**src/rtl/rom_fetch_arbiter_pkg.sv**
```systemverilog
// Shared CPU front-end definitions: FSM encoding, PC/instruction widths and the
// EBREAK encoding.
package rom_fetch_arbiter_pkg;

  localparam int unsigned PcW   = 10;
  localparam int unsigned InstW = 32;

  typedef logic [PcW-1:0]   pc_t;
  typedef logic [InstW-1:0] inst_t;

  localparam inst_t EbreakInsn = 32'h0010_0073;

  typedef enum logic [1:0] {
    StHalt,
    StRun,
    StStep
  } state_e;

endpackage

```
**src/rtl/rom_fetch_arbiter_if.sv**
```systemverilog
// Bundle of ROM, CPU-control, instruction and debug signals around the fetch
// arbiter. The arbiter uses the master modport, its environment the slave.
interface rom_fetch_arbiter_if;
  import rom_fetch_arbiter_pkg::*;

  pc_t   rom_addr;
  inst_t rom_data;
  logic  run;
  logic  step;
  logic  stall;
  logic  redirect_valid;
  pc_t   redirect_pc;
  logic  inst_valid;
  inst_t inst;
  pc_t   inst_pc;
  logic  halted;
  logic  dbg_req;
  pc_t   dbg_addr;
  logic  dbg_ack;
  inst_t dbg_data;

  modport master (
    output rom_addr,
    input  rom_data,
    input  run,
    input  step,
    input  stall,
    input  redirect_valid,
    input  redirect_pc,
    output inst_valid,
    output inst,
    output inst_pc,
    output halted,
    input  dbg_req,
    input  dbg_addr,
    output dbg_ack,
    output dbg_data
  );

  modport slave (
    input  rom_addr,
    output rom_data,
    output run,
    output step,
    output stall,
    output redirect_valid,
    output redirect_pc,
    input  inst_valid,
    input  inst,
    input  inst_pc,
    input  halted,
    output dbg_req,
    output dbg_addr,
    input  dbg_ack,
    input  dbg_data
  );

endinterface

```
**src/rtl/fetch_pc_reg.sv**
```systemverilog
// Program counter: redirect load beats increment; increment wraps modulo the
// PC width.
module fetch_pc_reg
  import rom_fetch_arbiter_pkg::*;
#(
  parameter pc_t RESET_PC = '0
) (
  input  logic clk,
  input  logic rst,
  input  logic load,
  input  pc_t  load_pc,
  input  logic inc,
  output pc_t  pc
);

  pc_t pc_q;

  always_ff @(posedge clk) begin
    if (rst) begin
      pc_q <= RESET_PC;
    end else if (load) begin
      pc_q <= load_pc;
    end else if (inc) begin
      pc_q <= pc_q + pc_t'(1);
    end
  end

  assign pc = pc_q;

endmodule

```
**src/rtl/rom_fetch_arbiter.sv**
```systemverilog
// Instruction fetch FSM sharing one combinational ROM port between the CPU
// fetch path and debug reads.
module rom_fetch_arbiter
  import rom_fetch_arbiter_pkg::*;
#(
  parameter pc_t   RESET_PC    = '0,
  parameter inst_t EBREAK_WORD = EbreakInsn
) (
  input logic               clk,
  input logic               rst,
  rom_fetch_arbiter_if.master bus
);

  state_e state_q, state_d;
  logic   ebreak_hold_q, ebreak_hold_d;
  logic   inst_valid_q;
  inst_t  inst_q;
  pc_t    inst_pc_q;
  logic   halted_q;
  logic   dbg_ack_q;
  inst_t  dbg_data_q;
  pc_t    pc;

  logic fetch_issue;
  logic dbg_grant;
  logic run_eff;

  // After an EBREAK halt, a run level still held high must not restart fetch.
  assign run_eff = bus.run & ~ebreak_hold_q;

  assign fetch_issue = ((state_q == StRun) || (state_q == StStep)) &&
                       !bus.stall && !bus.redirect_valid;

  // The cycle right after an ack is never a grant, so dbg_ack is one cycle wide.
  assign dbg_grant = bus.dbg_req && !fetch_issue && !bus.redirect_valid && !dbg_ack_q;

  assign bus.rom_addr = dbg_grant ? bus.dbg_addr : pc;

  fetch_pc_reg #(
    .RESET_PC (RESET_PC)
  ) u_pc (
    .clk     (clk),
    .rst     (rst),
    .load    (bus.redirect_valid),
    .load_pc (bus.redirect_pc),
    .inc     (fetch_issue),
    .pc      (pc)
  );

  always_comb begin
    state_d       = state_q;
    ebreak_hold_d = ebreak_hold_q;
    unique case (state_q)
      StHalt: begin
        if (!bus.run) ebreak_hold_d = 1'b0;
        if (run_eff) begin
          state_d = StRun;
        end else if (bus.step) begin
          state_d = StStep;
        end
      end
      StRun: begin
        if (!bus.run) begin
          state_d = StHalt;
        end else if (fetch_issue && (bus.rom_data == EBREAK_WORD)) begin
          state_d       = StHalt;
          ebreak_hold_d = 1'b1;
        end
      end
      StStep: begin
        if (fetch_issue) state_d = StHalt;
      end
      default: state_d = StHalt;
    endcase
  end

  always_ff @(posedge clk) begin
    if (rst) begin
      state_q       <= StHalt;
      ebreak_hold_q <= 1'b0;
      inst_valid_q  <= 1'b0;
      inst_q        <= '0;
      inst_pc_q     <= '0;
      halted_q      <= 1'b1;
      dbg_ack_q     <= 1'b0;
      dbg_data_q    <= '0;
    end else begin
      state_q       <= state_d;
      ebreak_hold_q <= ebreak_hold_d;
      halted_q      <= (state_d == StHalt);
      if (fetch_issue) begin
        inst_valid_q <= 1'b1;
        inst_q       <= bus.rom_data;
        inst_pc_q    <= pc;
      end else if (bus.redirect_valid || (state_q == StHalt)) begin
        inst_valid_q <= 1'b0;
      end
      dbg_ack_q <= dbg_grant;
      if (dbg_grant) dbg_data_q <= bus.rom_data;
    end
  end

  assign bus.inst_valid = inst_valid_q;
  assign bus.inst       = inst_q;
  assign bus.inst_pc    = inst_pc_q;
  assign bus.halted     = halted_q;
  assign bus.dbg_ack    = dbg_ack_q;
  assign bus.dbg_data   = dbg_data_q;

endmodule

```
**src/flat_wrapper.sv**
```systemverilog
// flat-port wrapper written by rule: the top's interface ports become plain ports
module rom_fetch_arbiter_flat import rom_fetch_arbiter_pkg::*;
#(
  parameter pc_t   RESET_PC    = '0,
  parameter inst_t EBREAK_WORD = EbreakInsn
)
  (clk, rst, bus_rom_addr, bus_rom_data, bus_run, bus_step, bus_stall, bus_redirect_valid, bus_redirect_pc, bus_inst_valid, bus_inst, bus_inst_pc, bus_halted, bus_dbg_req, bus_dbg_addr, bus_dbg_ack, bus_dbg_data);
  rom_fetch_arbiter_if bus_i ();
  input logic clk;
  input logic rst;
  output wire logic [$bits(bus_i.rom_addr)-1:0] bus_rom_addr;
  input wire logic [$bits(bus_i.rom_data)-1:0] bus_rom_data;
  input wire logic [$bits(bus_i.run)-1:0] bus_run;
  input wire logic [$bits(bus_i.step)-1:0] bus_step;
  input wire logic [$bits(bus_i.stall)-1:0] bus_stall;
  input wire logic [$bits(bus_i.redirect_valid)-1:0] bus_redirect_valid;
  input wire logic [$bits(bus_i.redirect_pc)-1:0] bus_redirect_pc;
  output wire logic [$bits(bus_i.inst_valid)-1:0] bus_inst_valid;
  output wire logic [$bits(bus_i.inst)-1:0] bus_inst;
  output wire logic [$bits(bus_i.inst_pc)-1:0] bus_inst_pc;
  output wire logic [$bits(bus_i.halted)-1:0] bus_halted;
  input wire logic [$bits(bus_i.dbg_req)-1:0] bus_dbg_req;
  input wire logic [$bits(bus_i.dbg_addr)-1:0] bus_dbg_addr;
  output wire logic [$bits(bus_i.dbg_ack)-1:0] bus_dbg_ack;
  output wire logic [$bits(bus_i.dbg_data)-1:0] bus_dbg_data;
  assign bus_rom_addr = bus_i.rom_addr;
  assign bus_i.rom_data = bus_rom_data;
  assign bus_i.run = bus_run;
  assign bus_i.step = bus_step;
  assign bus_i.stall = bus_stall;
  assign bus_i.redirect_valid = bus_redirect_valid;
  assign bus_i.redirect_pc = bus_redirect_pc;
  assign bus_inst_valid = bus_i.inst_valid;
  assign bus_inst = bus_i.inst;
  assign bus_inst_pc = bus_i.inst_pc;
  assign bus_halted = bus_i.halted;
  assign bus_i.dbg_req = bus_dbg_req;
  assign bus_i.dbg_addr = bus_dbg_addr;
  assign bus_dbg_ack = bus_i.dbg_ack;
  assign bus_dbg_data = bus_i.dbg_data;
  rom_fetch_arbiter #(.RESET_PC(RESET_PC), .EBREAK_WORD(EBREAK_WORD)) u_core (.clk(clk), .rst(rst), .bus(bus_i));
endmodule
```
**config.mk**
```make
export PLATFORM = sky130hd
export DESIGN_NAME = rom_fetch_arbiter_flat
export DESIGN_NICKNAME = d
export VERILOG_FILES = /design/src/rtl/rom_fetch_arbiter_pkg.sv /design/src/rtl/rom_fetch_arbiter_if.sv /design/src/rtl/fetch_pc_reg.sv /design/src/rtl/rom_fetch_arbiter.sv /design/src/flat_wrapper.sv
export SDC_FILE = /design/constraint.sdc
export NUM_CORES = 1
export LEC_CHECK = 0
export CAP_MARGIN = 30
export CORE_MARGIN = 2
export CORE_UTILIZATION = 30
export CTS_CLUSTER_DIAMETER = 60
export DETAILED_ROUTE_END_ITERATION = 6
export MAX_ROUTING_LAYER = met4
export SLEW_MARGIN = 10
export SYNTH_ARGS = -nofsm -noshare
export SYNTH_HDL_FRONTEND = slang
export SYNTH_SLANG_ARGS = --single-unit
```
**constraint.sdc**
```tcl
create_clock -name clk -period 2.8 [get_ports clk]
set_input_delay 0.56 -clock clk [delete_from_list [all_inputs] [get_ports clk]]
set_output_delay 0.56 -clock clk [all_outputs]
set_load 0.05 [all_outputs]
```
==> results of run 1 <==
-- flip-flops by register name, summed over array words and instances (netlist names) --
signal                 count
u_core.bus.dbg_ack         1
u_core.bus.dbg_data       32
u_core.bus.halted          1
u_core.bus.inst           32
u_core.bus.inst_pc        10
u_core.bus.inst_valid      1
u_core.ebreak_hold_q       1
u_core.state_q             2
u_core.u_pc.pc            10
-- synthesized netlist by cell type, drive strengths merged --
library cell,n
a41o,1
and3,2
nor4bb,1
a211oi,8
nand2b,2
o2111ai,1
nor4,4
and4b,1
or3,1
inv,6
o31ai,1
nor2,15
nand3b,1
or2b,1
xor2,5
o21ai,6
nand4,5
nor3b,1
dfxtp,90
buf,20
a311oi,2
nor2b,1
o31a,1
clkbuf,10
a21oi,76
xnor2,3
o211ai,1
nand2,186
nand3,6
nand4b,1
nor4b,2
ha,5
nor3,5
-- kinds of logic (layout without fill, tap and decap cells) --
group                      after synthesis  count (layout)
AOI/OAI and AO/OA                       97              97
xor gates and xnor gates                 8               8
adders and majority gates                5               5
buffers and inverters                   36             178
DFF                                     90              90
and+or+nand+nor                        235             235
-- layout make-up --
cell class	instances	area, sq um
sequential	90	1800
inverter	6	22.5
multi-input combinational	345	1680
timing repair buffer	157	1560
clock inverter	6	40.0
tap	147	184
clock buffer	9	225
fill	1193	6390
-- what timing repair did --
| item | in CTS | in global routing |
|---|---|---|
| endpoints found under the setup margin | 0 | 10 |
| resized for setup | 0 | 5 |
| setup buffers | 0 | 0 |
-- power groups by stage --
stage          clock [mW]  sequential [mW]  combinational, mW
6_report             1.11             1.39              0.688
5_1_grt              1.20             1.40              0.737
4_1_cts              1.13             1.39              0.689
3_5_place_dp            0             1.42              0.687
3_3_place_gp            0             1.41              0.679
2_1_floorplan           0             1.57              0.243
-- metal layers --
metal	share of wire (%)	vias to the layer above	global-route usage (%)
li1	-	1834	-
met1	45	1703	23.1
met2	46	138	28.8
met3	6.6	16	4.14
met4	1.6	0	6.59
met5	0	-	-
-- per-stage QoR --
stage	hold slack (ns)	std cells	instance area, sq um
3_5_place_dp	0.447	745	5240
5_1_grt	0.473	760	5520
2_1_floorplan	0.458	471	3630
4_1_cts	0.455	760	5500
6_report	0.455	760	5520
3_3_place_gp	0.443	745	5240
-- worst max-delay path: stages (launching register included) --
cell	delay (ns)
dfxtp_2	0.39
inv_1	0.09
ha_1	0.36
or2b_4	0.31
and3_4	0.22
nand2_1	0.07
nand2_1	0.08
buf_12	0.16
-- worst paths after layout --
check / from / endpoint / cells past startpoint
setup / recovery: u_core.state_q[1] / bus_rom_addr[1] / 7
hold / removal: u_core.bus.dbg_data[15] / u_core.bus.dbg_data[15] / 2
setup reg to reg: u_core.state_q[1] / u_core.bus.inst[8] / 7
hold reg to reg: u_core.bus.dbg_data[15] / u_core.bus.dbg_data[15] / 2
==> results.py, run 1 <==
metrics = {
    "drt": {
        "wl_per_cell_um": 15.0,
        "vias": 3691,
        "dr.first_iter.drc_count": 233,
        "wl_um": 11400,
        "drtPass1Iterations": 4,
        "viasPerCell": 4.86,
        "drt_drc_violations_left": 0,
        "antenna_left": 0,
    },
    "yosys": {
        "ys_seq_elements": 90,
        "synth_compound_area_share_pct": 14.6,
        "synth_area_sq_mm": 0.00363,
        "synth_largest_area_cell": "dfxtp_1",
        "synthesis.nets": 535,
        "synthDistinctLibCells": 38,
        "synthCells": 471,
        "synthAdderAreaFrac_pct": 1.72,
        "synthMuxAreaShare_pct": 0,
        "synth_simple_gate_area_share_pct": 27.5,
        "synth_xor_area_share_pct": 1.93,
        "netlist.area_leader.share_pct": 49.7,
        "yosysSeqAreaShare_pct": 49.7,
        "ys_top_cells_by_area": "dfxtp_1 (50%), nand2_1 (19%), a21oi_1 (10%)",
        "synth_top_family_by_area": "simple AND/OR/NAND/NOR gates",
        "avgSynthCellArea_sq_um": 7.70,
        "yosys_warnings": 0,
    },
    "clock_tree": {
        "clkSlewWorstSetupHoldPaths_ns": 0.06,
        "clock_sinks": 90,
        "clk_latency_ns": 0.34,
        "ctsRootBufferMaster": "clkbuf_16",
        "cts_buffers": 9,
        "cts_tree": "done",
        "cts_hold_buf": 0,
        "clk_path_buf_depth": 2,
        "htreeDepth": 3,
    },
    "sta": {
        "finalHoldViolCount": 0,
        "rsz0062_at_grt": "false",
        "finalCritPeriodShare_pct": 92.5,
        "fin_tns_setup_ns": 0,
        "maxSlewHeadroom_pct": 48.2,
        "fin_worst_skew_ns": 0.00431,
        "period_minus_slack_ns": 2.59,
        "worst_pin_slew_ns": 0.777,
        "setup_violations": 0,
        "drv_slew": 0,
        "worst_slack_ns": 0.209,
        "fmax_mhz": 386,
    },
    "placement": {
        "dp_slack_ns": 0.335,
        "portBuffers": 145,
        "dp_hpwl_um": 8290,
        "gp_congestion": 0.800,
    },
    "floorplan": {
        "ios": 146,
        "die-height_um": 114,
        "die_width_um": 114,
        "dieArea_sq_mm": 0.0130,
        "rows": 40,
        "start_util_pct": 30.5,
        "core_area_sq_mm": 0.0119,
    },
    "critical_path": {
        "critPathArrivalTime_ns": 2.03,
        "critPathLaunchType": "flip-flop",
        "end_kind": "output port",
        "cp_data_required_time_ns": 2.24,
        "crit_fanout": 12,
        "path_class": "reg2out",
        "rrSetupSlack_ns": 0.69,
    },
    "run_status": {
        "status": "complete, no violations",
    },
    "layout": {
        "mostFrequentLayoutCells": "nand2_1 (185), clkdlybuf4s50_1 (134), dfxtp_1 (88), a21oi_1 (76), buf_4 (18)",
        "final_layout_size_suffix_gt1_share_pct": 7.83,
        "fin_util_pct": 46.3,
        "syn2layout_area_growth_pct": 52.1,
        "layout_commonest_cell": "nand2_1",
        "final_nets": 673,
        "antenna_cells": 0,
    },
    "grt": {
        "grt_max_degree": 42,
        "grt_pass1_vias": 3605,
        "antenna_found_initial": 0,
        "grt_usage_pct": 18.3,
        "overflow": 0,
        "grt_pass1_wl_um": 18100,
    },
    "power_and_ir_drop": {
        "p_leak_nw": 1.99,
        "p_sw_mw": 0.982,
        "intPower_mw": 2.20,
        "power.density_mw_per_mm2": 576,
        "finalPower_mw": 3.18,
        "clockPowerShare_pct": 34.8,
        "sequentialPowerShare_pct": 43.6,
        "combPwrFrac_pct": 21.6,
        "ir_drop_uv": 240,
        "swShare_pct": 30.9,
    },
    "flow_run": {
        "drv_cap": 0,
    },
    "worst_hold_path": {
        "hp-class": "reg2reg",
    },
}
Note: power is estimated with default switching activity, not from simulation.
==> inputs of run 2 (changes only) <==
- DONT_BUFFER_PORTS: unset -> 1
- clock period: 2.8 -> 2.3 ns (I/O delays scaled with it)
==> run 2 against run 1 <==
  * First-iteration DRC count fell by 2.6%
  * Clock skew increased by 0.00052 ns
  * Clock power grew 34%
  * Critical path depth unchanged
  * Via count down 12%
  * Die area stayed put
  * Utilization fell by 11 points
  * Final area down 23%
==> results.py, run 2 (same netlist as run 1, synthesis figures left out) <==
metrics = {
    "run_status": {
        "status": "complete, no violations",
    },
    "clock_tree": {
        "clk_latency_ns": 0.33,
        "cts_buffers": 9,
        "ctsRootBufferMaster": "clkbuf_16",
        "htreeDepth": 3,
        "clkSlewWorstSetupHoldPaths_ns": 0.06,
        "cts_tree": "done",
        "clock_sinks": 90,
        "clk_path_buf_depth": 2,
    },
    "sta": {
        "worst_slack_ns": 0.0633,
        "setup_violations": 0,
        "finalHoldViolCount": 0,
        "fin_worst_skew_ns": 0.00482,
        "drv_slew": 0,
        "fmax_mhz": 447,
        "period_minus_slack_ns": 2.24,
        "worst_pin_slew_ns": 0.580,
        "rsz0062_at_grt": "true",
        "finalCritPeriodShare_pct": 97.2,
        "maxSlewHeadroom_pct": 61.3,
    },
    "grt": {
        "overflow": 0,
        "grt_usage_pct": 16.9,
        "grt_max_degree": 91,
        "grt_pass1_wl_um": 16800,
        "grt_pass1_vias": 3169,
        "antenna_found_initial": 0,
    },
    "placement": {
        "gp_congestion": 0.764,
        "dp_hpwl_um": 7600,
        "dpl_cell_area_sq_mm": 0.00382,
        "dp_slack_ns": 0.171,
        "portBuffers": 0,
    },
    "power_and_ir_drop": {
        "sequentialPowerShare_pct": 50.1,
        "intPower_mw": 2.63,
        "swShare_pct": 30.2,
        "finalPower_mw": 3.77,
        "combPwrFrac_pct": 10.6,
        "p_sw_mw": 1.14,
        "power.density_mw_per_mm2": 891,
        "clockPowerShare_pct": 39.4,
        "p_leak_nw": 1.50,
        "ir_drop_uv": 312,
    },
    "layout": {
        "layout_commonest_cell": "nand2_1",
        "antenna_cells": 0,
        "final_area_sq_mm": 0.00423,
        "final_layout_size_suffix_gt1_share_pct": 11.8,
        "syn2layout_area_growth_pct": 16.7,
        "mostFrequentLayoutCells": "nand2_1 (180), dfxtp_1 (88), a21oi_1 (76), buf_4 (16), nor2_1 (15)",
        "final_nets": 541,
    },
    "floorplan": {
        "core_area_sq_mm": 0.0119,
        "rows": 40,
        "start_util_pct": 30.5,
        "die-height_um": 114,
        "ios": 146,
        "die_width_um": 114,
        "dieArea_sq_mm": 0.0130,
    },
    "drt": {
        "met3WireLength_um": 1100,
        "routedLengthMet1_um": 4520,
        "antenna_left": 0,
        "dr.first_iter.drc_count": 227,
        "drtPass1Iterations": 4,
        "wl_um": 10700,
        "vias": 3230,
        "wl_per_cell_um": 17.1,
        "dr_wl_met2_um": 5010,
        "top_layer_used": "met4",
        "viasPerCell": 5.14,
        "drt_drc_violations_left": 0,
    },
    "critical_path": {
        "crit_fanout": 6,
        "cp_cell_sequence": "inv_2, ha_4, or2b_4, and3_4, nand2_1, nand2_2, buf_6",
        "slowest_stage": "dfxtp_2",
        "cp_data_required_time_ns": 1.84,
        "end_kind": "output port",
        "critPathLaunchType": "flip-flop",
        "critPathArrivalTime_ns": 1.78,
        "path_class": "reg2out",
        "critPathMaxStageDelay_ns": 0.33,
    },
    "worst_hold_path": {
        "hp-class": "in2reg",
    },
    "flow_run": {
        "drv_cap": 0,
    },
}
[run 2: cell types whose count changed in the layout (fill, tap and decap cells not counted), moves of 2 or more]
cell	delta
inv_1	-2
nand2_1	-5
clkinv_2	-3
buf_12	-4
clkbuf_1	+2
buf_4	-2
nand2_2	+5
inv_2	+2
clkdlybuf4s50_1	-134
buf_6	+7
[run 2: final timing paths]
kind / from / end / slack, ns / cells after the start
worst min-delay path: rst / u_core.bus.inst[2] / 0.20 / 1
worst min register to register: u_core.u_pc.pc[9] / u_core.bus.inst_pc[9] / 0.49 / 2
worst max-delay path: u_core.state_q[0] / bus_rom_addr[2] / 0.06 / 7
worst max register to register: u_core.state_q[0] / u_core.bus.dbg_data[5] / 0.29 / 9
[run 2: power groups by stage]
stage / registers (mW) / clock network, mW / logic [mW]
6_report: 1.89 / 1.49 / 0.399
5_1_grt: 1.90 / 1.59 / 0.440
4_1_cts: 1.89 / 1.53 / 0.387
3_5_place_dp: 1.93 / 0 / 0.358
3_3_place_gp: 1.93 / 0 / 0.347
2_1_floorplan: 1.91 / 0 / 0.295
[run 2: metal layers]
metal  global-route usage, %  up-vias
li1                        -     1572
met2                    26.5      143
met5                       -        -
met1                    21.5     1507
met4                    3.74        0
met3                    5.37        8
[run 2: final cells by class]
cell class,count,area (sq um)
Sequential cell,90,1800
Clock buffer,11,233
Clock inverter,5,62.6
Timing Repair Buffer,23,199
Tap cell,147,184
Multi-Input combinational cell,347,1730
Fill cell,1269,7680
Inverter,6,22.5
[run 2: stage by stage]
step / hold WS (ns) / util (%) / setup TNS [ns] / cells
2_1_floorplan: 0.458 / - / 0 / 471
3_3_place_gp: 0.479 / 32.1 / 0 / 607
3_5_place_dp: 0.478 / 32.1 / 0 / 607
4_1_cts: 0.176 / 35.1 / 0 / 626
5_1_grt: 0.174 / 35.5 / -0.0577 / 629
6_report: 0.196 / 35.5 / 0 / 629
[run 2: critical path: cells and delay by family, from the launching register on]
kind / cells / cell delay (ns)
flip-flops: 1 / 0.33
adder cells (fa/ha/maj): 1 / 0.28
buffers and inverters: 2 / 0.21
AND/OR/NAND/NOR: 4 / 0.62
[run 2: what timing repair did]
| action | CTS | global route |
|---|---|---|
| hold buffers | 0 | 0 |
| resized for setup | 12 | 9 |
| gates cloned | 1 | 1 |
| pin swaps | 2 | 0 |
| buffers inserted | 2 | 2 |
| endpoints found under the setup margin | 10 | 10 |
==> inputs of run 3 (changes only) <==
- PLACE_DENSITY_LB_ADDON: unset -> 0.2
==> run 3 against run 2 <==
  * Final area increased by 0.80%
  * Power up 0.46%
  * First-iteration DRC count increased by 3.1%
  * Sequential cell count stayed put
  * Count of clock-buffer cells in the layout down 1
  * Utilization rose by 0.28 points
  * Non-clock buffer count did not move
  * Sequential power hardly changed
  * Clock skew grew 0.0012 ns
  * Sequential share of layout area decreased by 0.34 points
  * Register-to-register slack improved by 0.16 ns
  * Critical endpoint is now bus_rom_addr[4]
  * Largest power group unchanged
==> results.py, run 3 (same netlist as run 1, synthesis figures left out) <==
metrics = {
    "run_status": {
        "status": "complete, no violations",
    },
    "layout": {
        "mostFrequentLayoutCells": "nand2_1 (172), dfxtp_1 (88), a21oi_1 (76), nor2_1 (15)",
        "regArea_sq_mm": 0.00180,
        "final_area_sq_mm": 0.00427,
        "multi_input_area_sq_mm": 0.00174,
        "fin_util_pct": 35.8,
        "antenna_cells": 0,
        "nFillCells": 1257,
        "syn2layout_area_growth_pct": 17.6,
        "layout_commonest_cell": "nand2_1",
        "final_layout_size_suffix_gt1_share_pct": 13.3,
        "final_nets": 540,
    },
    "floorplan": {
        "start_util_pct": 30.5,
        "die_width_um": 114,
        "dieArea_sq_mm": 0.0130,
        "ios": 146,
        "die-height_um": 114,
        "core_area_sq_mm": 0.0119,
        "rows": 40,
    },
    "sta": {
        "finalHoldViolCount": 0,
        "worst_slack_ns": 0.0361,
        "drv_slew": 0,
        "fin_worst_skew_ns": 0.00602,
        "maxSlewHeadroom_pct": 62.5,
        "rsz0062_at_grt": "true",
        "period_minus_slack_ns": 2.26,
        "fmax_mhz": 442,
        "finalCritPeriodShare_pct": 98.4,
        "setup_violations": 0,
        "worst_pin_slew_ns": 0.562,
    },
    "drt": {
        "drtPass1Iterations": 4,
        "dr.first_iter.drc_count": 234,
        "vias": 3186,
        "viasPerCell": 5.08,
        "antenna_left": 0,
        "drt_drc_violations_left": 0,
        "wl_um": 10600,
        "wl_per_cell_um": 16.9,
    },
    "clock_tree": {
        "clkSlewWorstSetupHoldPaths_ns": 0.07,
        "clk_path_buf_depth": 2,
        "clk_latency_ns": 0.34,
        "cts_hold_buf": 0,
        "cts_buffers": 9,
        "clock_sinks": 90,
        "htreeDepth": 3,
        "cts_tree": "done",
        "ctsRootBufferMaster": "clkbuf_16",
    },
    "flow_run": {
        "drv_cap": 0,
    },
    "placement": {
        "dpl_cell_area_sq_mm": 0.00382,
        "dp_slack_ns": 0.192,
        "dp_hpwl_um": 7270,
        "gp_congestion": 0.804,
        "portBuffers": 0,
    },
    "power_and_ir_drop": {
        "power.density_mw_per_mm2": 888,
        "ir_drop_uv": 331,
        "finalPower_mw": 3.79,
        "p_leak_nw": 1.51,
    },
    "critical_path": {
        "crit_fanout": 6,
        "path_class": "reg2out",
        "end_kind": "output port",
        "critPathLaunchType": "flip-flop",
        "critPathArrivalTime_ns": 1.80,
        "cp_data_required_time_ns": 1.84,
    },
    "grt": {
        "grt_max_degree": 91,
        "grt_pass1_vias": 2944,
        "grt_pass1_wl_um": 16000,
        "overflow": 0,
        "grt_usage_pct": 16.5,
        "antenna_found_initial": 0,
    },
    "worst_hold_path": {
        "hp-class": "in2reg",
    },
}
[run 3: layout make-up]
| class | instances | share of cell area [%] |
|---|---|---|
| flip-flops and latches | 90 | 42.3 |
| multi-input cells | 346 | 40.8 |
| clock buffers | 10 | 5.37 |
| repair buffers | 23 | 5.19 |
| well taps | 147 | 4.31 |
| clock inverters | 5 | 1.52 |
| inverters | 6 | 0.586 |
[run 3: report_power, final]
part,total [mW],switching [mW],internal (mW),leakage [nW]
Combinational,0.410,0.249,0.161,0.637
Sequential,1.89,0.259,1.63,0.734
Clock,1.49,0.645,0.846,0.137
[run 3: through the flow]
stage	std cells	hold slack (ns)	setup TNS [ns]
CTS	623	0.167	0
global route	627	0.176	-0.245
global placement	607	0.507	0
detailed placement	607	0.503	0
finish	627	0.186	0
floorplan	471	0.458	0
[run 3: repair_timing]
item | 4_1_cts | 5_1_grt
resized for setup | 11 | 25
pin swaps | 2 | 8
endpoints found under the setup margin | 10 | 10
setup buffers | 0 | 4
cloned | 1 | 0
[run 3: final timing paths]
path                           start               endpoint  slack (ns)  cells past startpoint
setup / recovery   u_core.state_q[0]        bus_rom_addr[4]        0.04                      7
hold / removal    bus_redirect_valid  u_core.bus.inst_valid        0.19                      1
setup reg to reg   u_core.state_q[0]      u_core.bus.halted        0.45                      8
hold reg to reg    u_core.u_pc.pc[9]  u_core.bus.inst_pc[9]        0.51                      2
[run 3: critical path, stage by stage, from the launching register on]
cell and delay, ns:
dfxtp_2 0.35, inv_4 0.04, ha_4 0.27, or2b_4 0.30
and3_4 0.22, nand2_2 0.07, nand2_2 0.05, buf_8 0.15
[run 3: layer usage]
metal  global-route usage [%]  vias up  part of all wire (%)
met4                     6.99        0                   2.2
met5                        -        -                     0
li1                         -     1574                     -
met3                     6.22       18                    11
met1                     19.7     1459                    41
met2                     25.0      135                    46
